`src/rtl/reset_domain_sequencer.sv`:
```
// reset_domain_sequencer: holds N_DOMAINS register banks in reset, then releases
// them one at a time in index order, raising each bank's write enable STAGE_CYCLES
// after its reset falls. The next active bank is released on the same edge that
// enables the previous one. Software can re-reset any subset of banks while idle.
// Optional build macro RESET_SEQ_COUNT_EN enables the saturating seq_count counter;
// without it seq_count is tied to zero.
module reset_domain_sequencer #(
  parameter int N_DOMAINS    = 4,
  parameter int HOLD_CYCLES  = 8,
  parameter int STAGE_CYCLES = 4
) (
  input  logic                 clk,
  input  logic                 rst,
  input  logic                 req_valid,
  input  logic [N_DOMAINS-1:0] req_mask,
  output logic                 req_ready,
  output logic                 ack,
  output logic                 busy,
  output logic [N_DOMAINS-1:0] dom_rst,
  output logic [N_DOMAINS-1:0] dom_en,
  output logic [7:0]           seq_count
);

  localparam int CNT_MAX = (HOLD_CYCLES > STAGE_CYCLES) ? HOLD_CYCLES : STAGE_CYCLES;
  localparam int CNT_W   = $clog2(CNT_MAX + 1);
  // idx must reach N_DOMAINS: that value marks "all banks walked, leave next cycle".
  localparam int IDX_W   = $clog2(N_DOMAINS + 1);

  if (N_DOMAINS < 1 || N_DOMAINS > 16) begin : g_bad_n
    $error("N_DOMAINS must be in 1..16");
  end
  if (HOLD_CYCLES < 1) begin : g_bad_hold
    $error("HOLD_CYCLES must be >= 1");
  end
  if (STAGE_CYCLES < 1) begin : g_bad_stage
    $error("STAGE_CYCLES must be >= 1");
  end

  typedef enum logic [1:0] {
    S_HOLD    = 2'd0,
    S_RELEASE = 2'd1,
    S_IDLE    = 2'd2
  } state_t;

  state_t               state_q, state_d;
  logic [CNT_W-1:0]     cnt_q, cnt_d;
  logic [IDX_W-1:0]     idx_q, idx_d;
  logic [N_DOMAINS-1:0] active_mask_q, active_mask_d;
  logic                 soft_q, soft_d;
  logic                 ack_q, ack_d;
  logic [N_DOMAINS-1:0] dom_rst_q, dom_rst_d;
  logic [N_DOMAINS-1:0] dom_en_q, dom_en_d;

  logic [N_DOMAINS-1:0] cur_oh, nxt_oh;
  logic                 cur_active, nxt_active;

  // One-hot views of the current and following bank, so bank selection needs no
  // variable bit index (idx_q == N_DOMAINS yields an all-zero cur_oh).
  always_comb begin
    for (int i = 0; i < N_DOMAINS; i++) begin
      cur_oh[i] = (idx_q == IDX_W'(i));
    end
    nxt_oh     = cur_oh << 1;
    cur_active = |(cur_oh & active_mask_q);
    nxt_active = |(nxt_oh & active_mask_q);
  end

  // Next-state and output logic for the hold / release / idle sequence.
  always_comb begin
    // NOTE: every signal gets its default before the case so no path leaves one
    // unassigned, which would otherwise infer a latch.
    state_d       = state_q;
    cnt_d         = cnt_q;
    idx_d         = idx_q;
    active_mask_d = active_mask_q;
    soft_d        = soft_q;
    ack_d         = 1'b0;
    dom_rst_d     = dom_rst_q;
    dom_en_d      = dom_en_q;

    unique case (state_q)
      S_HOLD: begin
        if (cnt_q == CNT_W'(HOLD_CYCLES - 1)) begin
          state_d = S_RELEASE;
          cnt_d   = '0;
          idx_d   = '0;
        end else begin
          cnt_d = cnt_q + 1'b1;
        end
      end

      S_RELEASE: begin
        if (idx_q == IDX_W'(N_DOMAINS)) begin
          state_d = S_IDLE;
          if (soft_q) begin
            ack_d  = 1'b1;
            soft_d = 1'b0;
          end
        end else if (cur_active && cnt_q == '0) begin
          // First bank of a walk (or one reached from idle): release its reset.
          dom_rst_d = dom_rst_q & ~cur_oh;
          cnt_d     = CNT_W'(1);
        end else if (cur_active && cnt_q != CNT_W'(STAGE_CYCLES)) begin
          cnt_d = cnt_q + 1'b1;
        end else begin
          // Enable a settled bank, or skip an inactive one; either way move on and
          // release the following active bank on this same edge.
          if (cur_active) begin
            dom_en_d = dom_en_q | cur_oh;
          end
          idx_d = idx_q + 1'b1;
          cnt_d = '0;
          if (nxt_active) begin
            dom_rst_d = dom_rst_d & ~nxt_oh;
            cnt_d     = CNT_W'(1);
          end
        end
      end

      S_IDLE: begin
        if (req_valid) begin
          if (|req_mask) begin
            state_d       = S_HOLD;
            cnt_d         = '0;
            idx_d         = '0;
            active_mask_d = req_mask;
            soft_d        = 1'b1;
            dom_rst_d     = dom_rst_q | req_mask;
            dom_en_d      = dom_en_q & ~req_mask;
          end else begin
            ack_d = 1'b1;
          end
        end
      end

      default: state_d = S_HOLD;
    endcase
  end

  // State and output registers with synchronous active-low reset.
  always_ff @(posedge clk) begin
    // NOTE: sequential state uses non-blocking assignments so every register
    // samples the pre-edge values regardless of statement order.
    if (!rst) begin
      state_q       <= S_HOLD;
      cnt_q         <= '0;
      idx_q         <= '0;
      active_mask_q <= '1;
      soft_q        <= 1'b0;
      ack_q         <= 1'b0;
      dom_rst_q     <= '1;
      dom_en_q      <= '0;
    end else begin
      state_q       <= state_d;
      cnt_q         <= cnt_d;
      idx_q         <= idx_d;
      active_mask_q <= active_mask_d;
      soft_q        <= soft_d;
      ack_q         <= ack_d;
      dom_rst_q     <= dom_rst_d;
      dom_en_q      <= dom_en_d;
    end
  end

  assign busy      = (state_q != S_IDLE);
  assign req_ready = (state_q == S_IDLE);
  assign ack       = ack_q;
  assign dom_rst   = dom_rst_q;
  assign dom_en    = dom_en_q;

`ifdef RESET_SEQ_COUNT_EN
  logic [7:0] seq_count_q, seq_count_d;
  logic       seq_done;

  // A nonzero-mask software sequence completes on the cycle that enters idle.
  assign seq_done = (state_q == S_RELEASE) && (idx_q == IDX_W'(N_DOMAINS)) && soft_q;

  // Saturating completion counter.
  always_comb begin
    seq_count_d = seq_count_q;
    if (seq_done && seq_count_q != 8'hFF) begin
      seq_count_d = seq_count_q + 8'd1;
    end
  end

  // Counter register, cleared only by rst.
  always_ff @(posedge clk) begin
    if (!rst) begin
      seq_count_q <= 8'h00;
    end else begin
      seq_count_q <= seq_count_d;
    end
  end

  assign seq_count = seq_count_q;
`else
  assign seq_count = 8'h00;
`endif

endmodule

```
`config.mk`:
```
export PLATFORM = sky130hd
export DESIGN_NAME = reset_domain_sequencer
export DESIGN_NICKNAME = d
export VERILOG_FILES = /design/src/rtl/reset_domain_sequencer.sv
export SDC_FILE = /design/constraint.sdc
export NUM_CORES = 1
export LEC_CHECK = 0
export CAP_MARGIN = 10
export CORE_MARGIN = 2
export CORE_UTILIZATION = 50
export DETAILED_ROUTE_END_ITERATION = 8
export GPL_TIMING_DRIVEN = 0
export PLACE_DENSITY = 0.74
export SYNTH_ARGS = -nofsm -noshare
export SYNTH_HDL_FRONTEND = slang
export SYNTH_SLANG_ARGS = --single-unit
```
`constraint.sdc`:
```
create_clock -name clk -period 2.3 [get_ports clk]
set_input_delay 0.345 -clock clk [delete_from_list [all_inputs] [get_ports clk]]
set_output_delay 0.345 -clock clk [all_outputs]
set_load 0.03 [all_outputs]
```
# After elaboration in Yosys (flattened, before gate mapping)
# Cells that the tools add are included.
[word_totals]
reg_bits = 23
output_inout_bits = 19
wordCells = 99
[classes]
n_addsub = 2
eq_ne = 19
muxes = 43
bitwise_logic = 10
n_reduce_logical = 17
[ops]
columns = ["op", "count"]
rows = [
  ["4-bit two-way mux", 18],
  ["4-bit AND", 5],
  ["3-bit two-way mux", 6],
  ["2-bit != test (second input constant)", 8],
  ["4-bit case mux with 2 select lines", 2],
  ["7-bit AND reduction", 2],
  ["4-bit inverter", 3],
  ["4-bit case mux with 3 select lines", 1],
  ["4-bit AND reduction", 3],
  ["4-bit OR reduction", 3],
  ["3-bit case mux with 3 select lines", 1],
  ["1-bit two-way mux", 8],
  ["2-bit two-way mux", 4],
  ["4-bit OR", 2],
  ["3-bit by 2-bit equality test with 1-bit output (second input constant)", 2],
  ["3-bit != test (second input constant)", 2],
  ["2-bit case mux with 3 select lines", 1],
  ["6-bit AND reduction", 1],
  ["4-bit by 1-bit adder with 4-bit output (second input constant)", 1],
  ["4-bit by 3-bit equality test with 1-bit output (second input constant)", 1],
  ["4-bit logical NOT", 1],
  ["4-bit by 3-bit != test with 1-bit output (second input constant)", 1],
  ["1-bit case mux with 2 select lines", 2],
  ["3-bit by 1-bit adder with 3-bit output (second input constant)", 1],
  ["other kinds (11)", 12],
]

# Logic depth before layout (Yosys ltp)
[depth]
depth_word = 8
mapped_depth = 9
depth_no_buf = 7

# Worst setup path before layout
# Ideal clock, no wire load.
[synth_timing]
path_kind = "flip-flop to flip-flop"
start = "register state_q[0]"
end = "register dom_en_q[0] (netlist: dom_en[0])"
setup_time_ns = 0.079
arrival_time_ns = 1.763
slack_ns = 0.457
stages_incl_launch_ff = 9
n_path_buf = 1
cell_sequence = "dfxtp_1 -> inv_1 -> ha_1 -> buf_2 -> nor2_1 -> nand2_1 -> nor4_4 -> a21oi_1 -> a211oi_2"
[synth_via]
elab_chain_len = 3
elab_cells_between_ends = 11
[synth_lines]
columns = ["item", "line_no", "text"]
rows = [
  ["start: declaration", "45", "state_t state_q, state_d;"],
  ["start signal: assignment", "154", "state_q <= state_d;"],
  ["2-bit equality test *", "-", ""],
  ["net req_ready", "16", "output logic req_ready,"],
  ["2-bit by 1-bit != test with 1-bit output (no source line) (tied with other cells)", "-", ""],
  ["7-bit AND reduction (no source line)", "-", ""],
  ["end signal: assignment", "161", "dom_en_q <= dom_en_d;"],
  ["end: declaration", "52", "logic [N_DOMAINS-1:0] dom_en_q, dom_en_d;"],
]
# The timed path passes the listed nets; every way through them passes the cells marked *.
# A chain may end at the register's enable or synchronous reset.

# Final worst setup path
[layout_timing]
start = "register state_q[0]"
end = "output port busy"
[layout_via]
elab_chain_len = 1
[layout_lines]
columns = ["item", "line_no", "text"]
rows = [
  ["2-bit != test", "165", "assign busy = (state_q != S_IDLE);"],
  ["end: declaration", "18", "output logic busy,"],
]
# No other way between the ends.

==> impl_metrics.yaml <==
cells_and_area:
  diodes: 0
  drive_gt1_share_pct: 13.4
  nNetsFinal: 235
  synthToLayoutAreaGrowth_pct: 18.0
  n_fill_cell: 303
routing:
  postRouteWirelength_um: 4230
  avgRoutedWirePerCell_um: 16.9
  via_count: 1512
  drtIter0Drc: 112
  drc: 0
  dr.pass1.iters: 5
  via_per_inst: 6.05
  ant_nets: 0
setup_path:
  r2r_cells: 7
  startpoint_type: "flop"
  cp_max_fo: 10
  cp.arrival_ns: 1.78
  crit_required_ns: 1.96
  critPathCaptureType: "output pin"
  worstSetupPathType: "reg2out"
sta:
  hold_viol: 0
  post-route-period-util_pct: 92.3
  fmax_mhz: 471
  hold_ws_ns: 0.476
  tightest_slew_ns: 0.587
  final_max_slew_viol_count: 0
  rsz0062_at_grt: "no"
  tns_ns: 0
  setup_viol: 0
  clock_skew_ns: 0.00862
  slew_headroom_pct: 60.9
  fin_crit_ns: 2.12
clock_tree:
  cts_hold_buf: 0
  cts.clk_slew.worst_paths_ns: 0.13
  clock_path_buffers: 2
  htreeDepth: 1
  numCtsBuffers: 3
  insertion_delay_ns: 0.33
  cts_root_buf: "clkbuf_4"
  clock-sinks: 23
  tritoncts: "done"
min_path:
  min_path_cells: 2
  min_path_type: "reg2reg"
floorplanning:
  rows: 20
  core_area_um2: 3000
  start_util_pct: 51.8
  die_x_um: 59.8
  ios: 26
  die_h_um: 59.8
  die_area_um2: 3570
logic_synthesis:
  synth_ff_type: "dfxtp_1"
  synthTopCellsByArea: "dfxtp_1 (30%), ha_1 (8.0%), nand2_1 (5.3%)"
  synthCells: 187
  synth_top_area_share_pct: 29.6
  ys.warnings.count: 0
  avgSynthCellArea_um2: 8.32
  yosys.area.top_type: "dfxtp_1"
  synth.distinct_cells: 46
  netlist_area_um2: 1560
  ys_async_sr_fraction_pct: 0
  yosys_register_bits: 23
  ys_seq_area_share_pct: 29.6
  synth_edf_count: 0
place:
  post-dp-hpwl_um: 3260
  port_buffers: 17
  place_congestion: 0.846
run:
  drv_cap: 0
pwr:
  p_leak_nw: 0.709
  p_per_area_nw_per_um2: 410
  vdd_drop_max_mv: 0.195
global_routing:
  grt_pass1_vias: 1462
  grt_max_degree: 13
  grt_first_pass_wirelength_um: 6870
  antenna_found_initial: 0
  grt_util_all_layers_pct: 25.5
  grt_overflow_total: 0
run_status:
  status: "finished, final reports clean"
## metrics by stage
| step | total power [mW] | cells | instance area, um2 | util [%] | setup WS, ns |
|---|---|---|---|---|---|
| 2_1_floorplan | 0.509 | 194 | 1580 | - | 0.457 |
| 3_3_place_gp | 0.549 | 244 | 1790 | 59.7 | 0.0914 |
| 3_5_place_dp | 0.550 | 244 | 1790 | 59.7 | 0.0757 |
| 4_1_cts | 0.747 | 248 | 1820 | 60.5 | 0.0783 |
| 5_1_grt | 0.773 | 250 | 1840 | 61.1 | 0.00156 |
| 6_report | 0.752 | 250 | 1840 | 61.1 | 0.177 |
## kinds of logic (layout without fill, tap and decap cells)
logic type,count (synthesis),in the layout,synth area share (%)
AND/OR/NAND/NOR,68,68,23.0
AO/OA/AOI/OAI,51,51,26.7
buffers and inverters,30,53,9.82
flip-flops,23,23,29.6
adder cells (fa/ha/maj),10,10,8.05
multiplexers,4,4,2.57
other,1,8,0.241
## where the power goes
part           switching (mW)  internal [mW]
registers             0.00727          0.406
clock network           0.140         0.0682
logic                  0.0829         0.0475
total                   0.230          0.522
## worst max-delay path, stage by stage, from the launching register on
cell and delay (ns):
dfxtp_1 0.38, inv_1 0.09, ha_1 0.25, buf_2 0.20, inv_1 0.12, dlygate4sd2_1 0.41
## final cells by class
| cell class | instances | area [um2] | share of cell area (%) |
|---|---|---|---|
| multi-input cells | 141 | 971 | 52.9 |
| flip-flops and latches | 23 | 460 | 25.1 |
| repair buffers | 19 | 184 | 10.0 |
| plain buffers | 16 | 100 | 5.45 |
| inverters | 14 | 52.6 | 2.86 |
| well taps | 33 | 41.3 | 2.25 |
| clock buffers | 4 | 26.3 | 1.43 |
## metal layers
metal  wire length [um]  share of wire, %  vias to the layer above  track usage (%)
li1                   -                 -                      725                -
met1               1830                43                      724             33.6
met2               2100                50                       55             43.6
met3                252               6.0                        8             2.60
met4                 48               1.1                        0             7.62
met5                  0                 0                        -                0
## registers in the layout, indices dropped and copies added (netlist names)
| name | cells |
|---|---|
| ack | 1 |
| soft_q | 1 |
| dom_rst | 4 |
| state_q | 2 |
| dom_en | 4 |
| idx_q | 3 |
| active_mask_q | 4 |
| cnt_q | 4 |
## cell usage after synthesis, drive strengths merged (4+ instances only)
cell,instances
inv,14
a31oi,4
and3,4
a21oi,10
nand2,22
nand2b,5
ha,10
o211ai,4
nor2,6
buf,11
o21ai,8
mux2i,4
nand3,14
nand4,4
a211oi,7
dfxtp,23
clkbuf,5
## placed cells by master, fill, tap and decap left out, types with 4 or more instances in the layout
master | synthesis | routed
nand4_1 | 4 | 4
o211ai_1 | 4 | 4
ha_1 | 10 | 9
a211oi_2 | 4 | 4
nor2_1 | 6 | 6
conb_1 | 1 | 8
clkbuf_1 | 5 | 6
nand2b_1 | 5 | 5
mux2i_1 | 4 | 4
clkdlybuf4s50_1 | 0 | 16
a31oi_1 | 4 | 4
nand2_1 | 22 | 22
a21oi_1 | 10 | 10
nand3_1 | 14 | 14
dfxtp_1 | 23 | 23
o21ai_0 | 5 | 5
inv_1 | 14 | 14
buf_4 | 8 | 10
## what timing repair did
action / in CTS / in global routing
setup buffers: 0 / 2
pin swaps: 0 / 4
resized for setup: 1 / 1
setup endpoints to repair: 1 / 6
## path summary, 6_finish.rpt
path / slack [ns] / from / endpoint
worst min-delay path: 0.48 / soft_q / soft_q
worst max register to register: 0.19 / idx_q[0] / dom_rst[2]
worst min register to register: 0.48 / soft_q / soft_q
worst max-delay path: 0.18 / state_q[0] / busy
(Power assumes the default switching activity.)
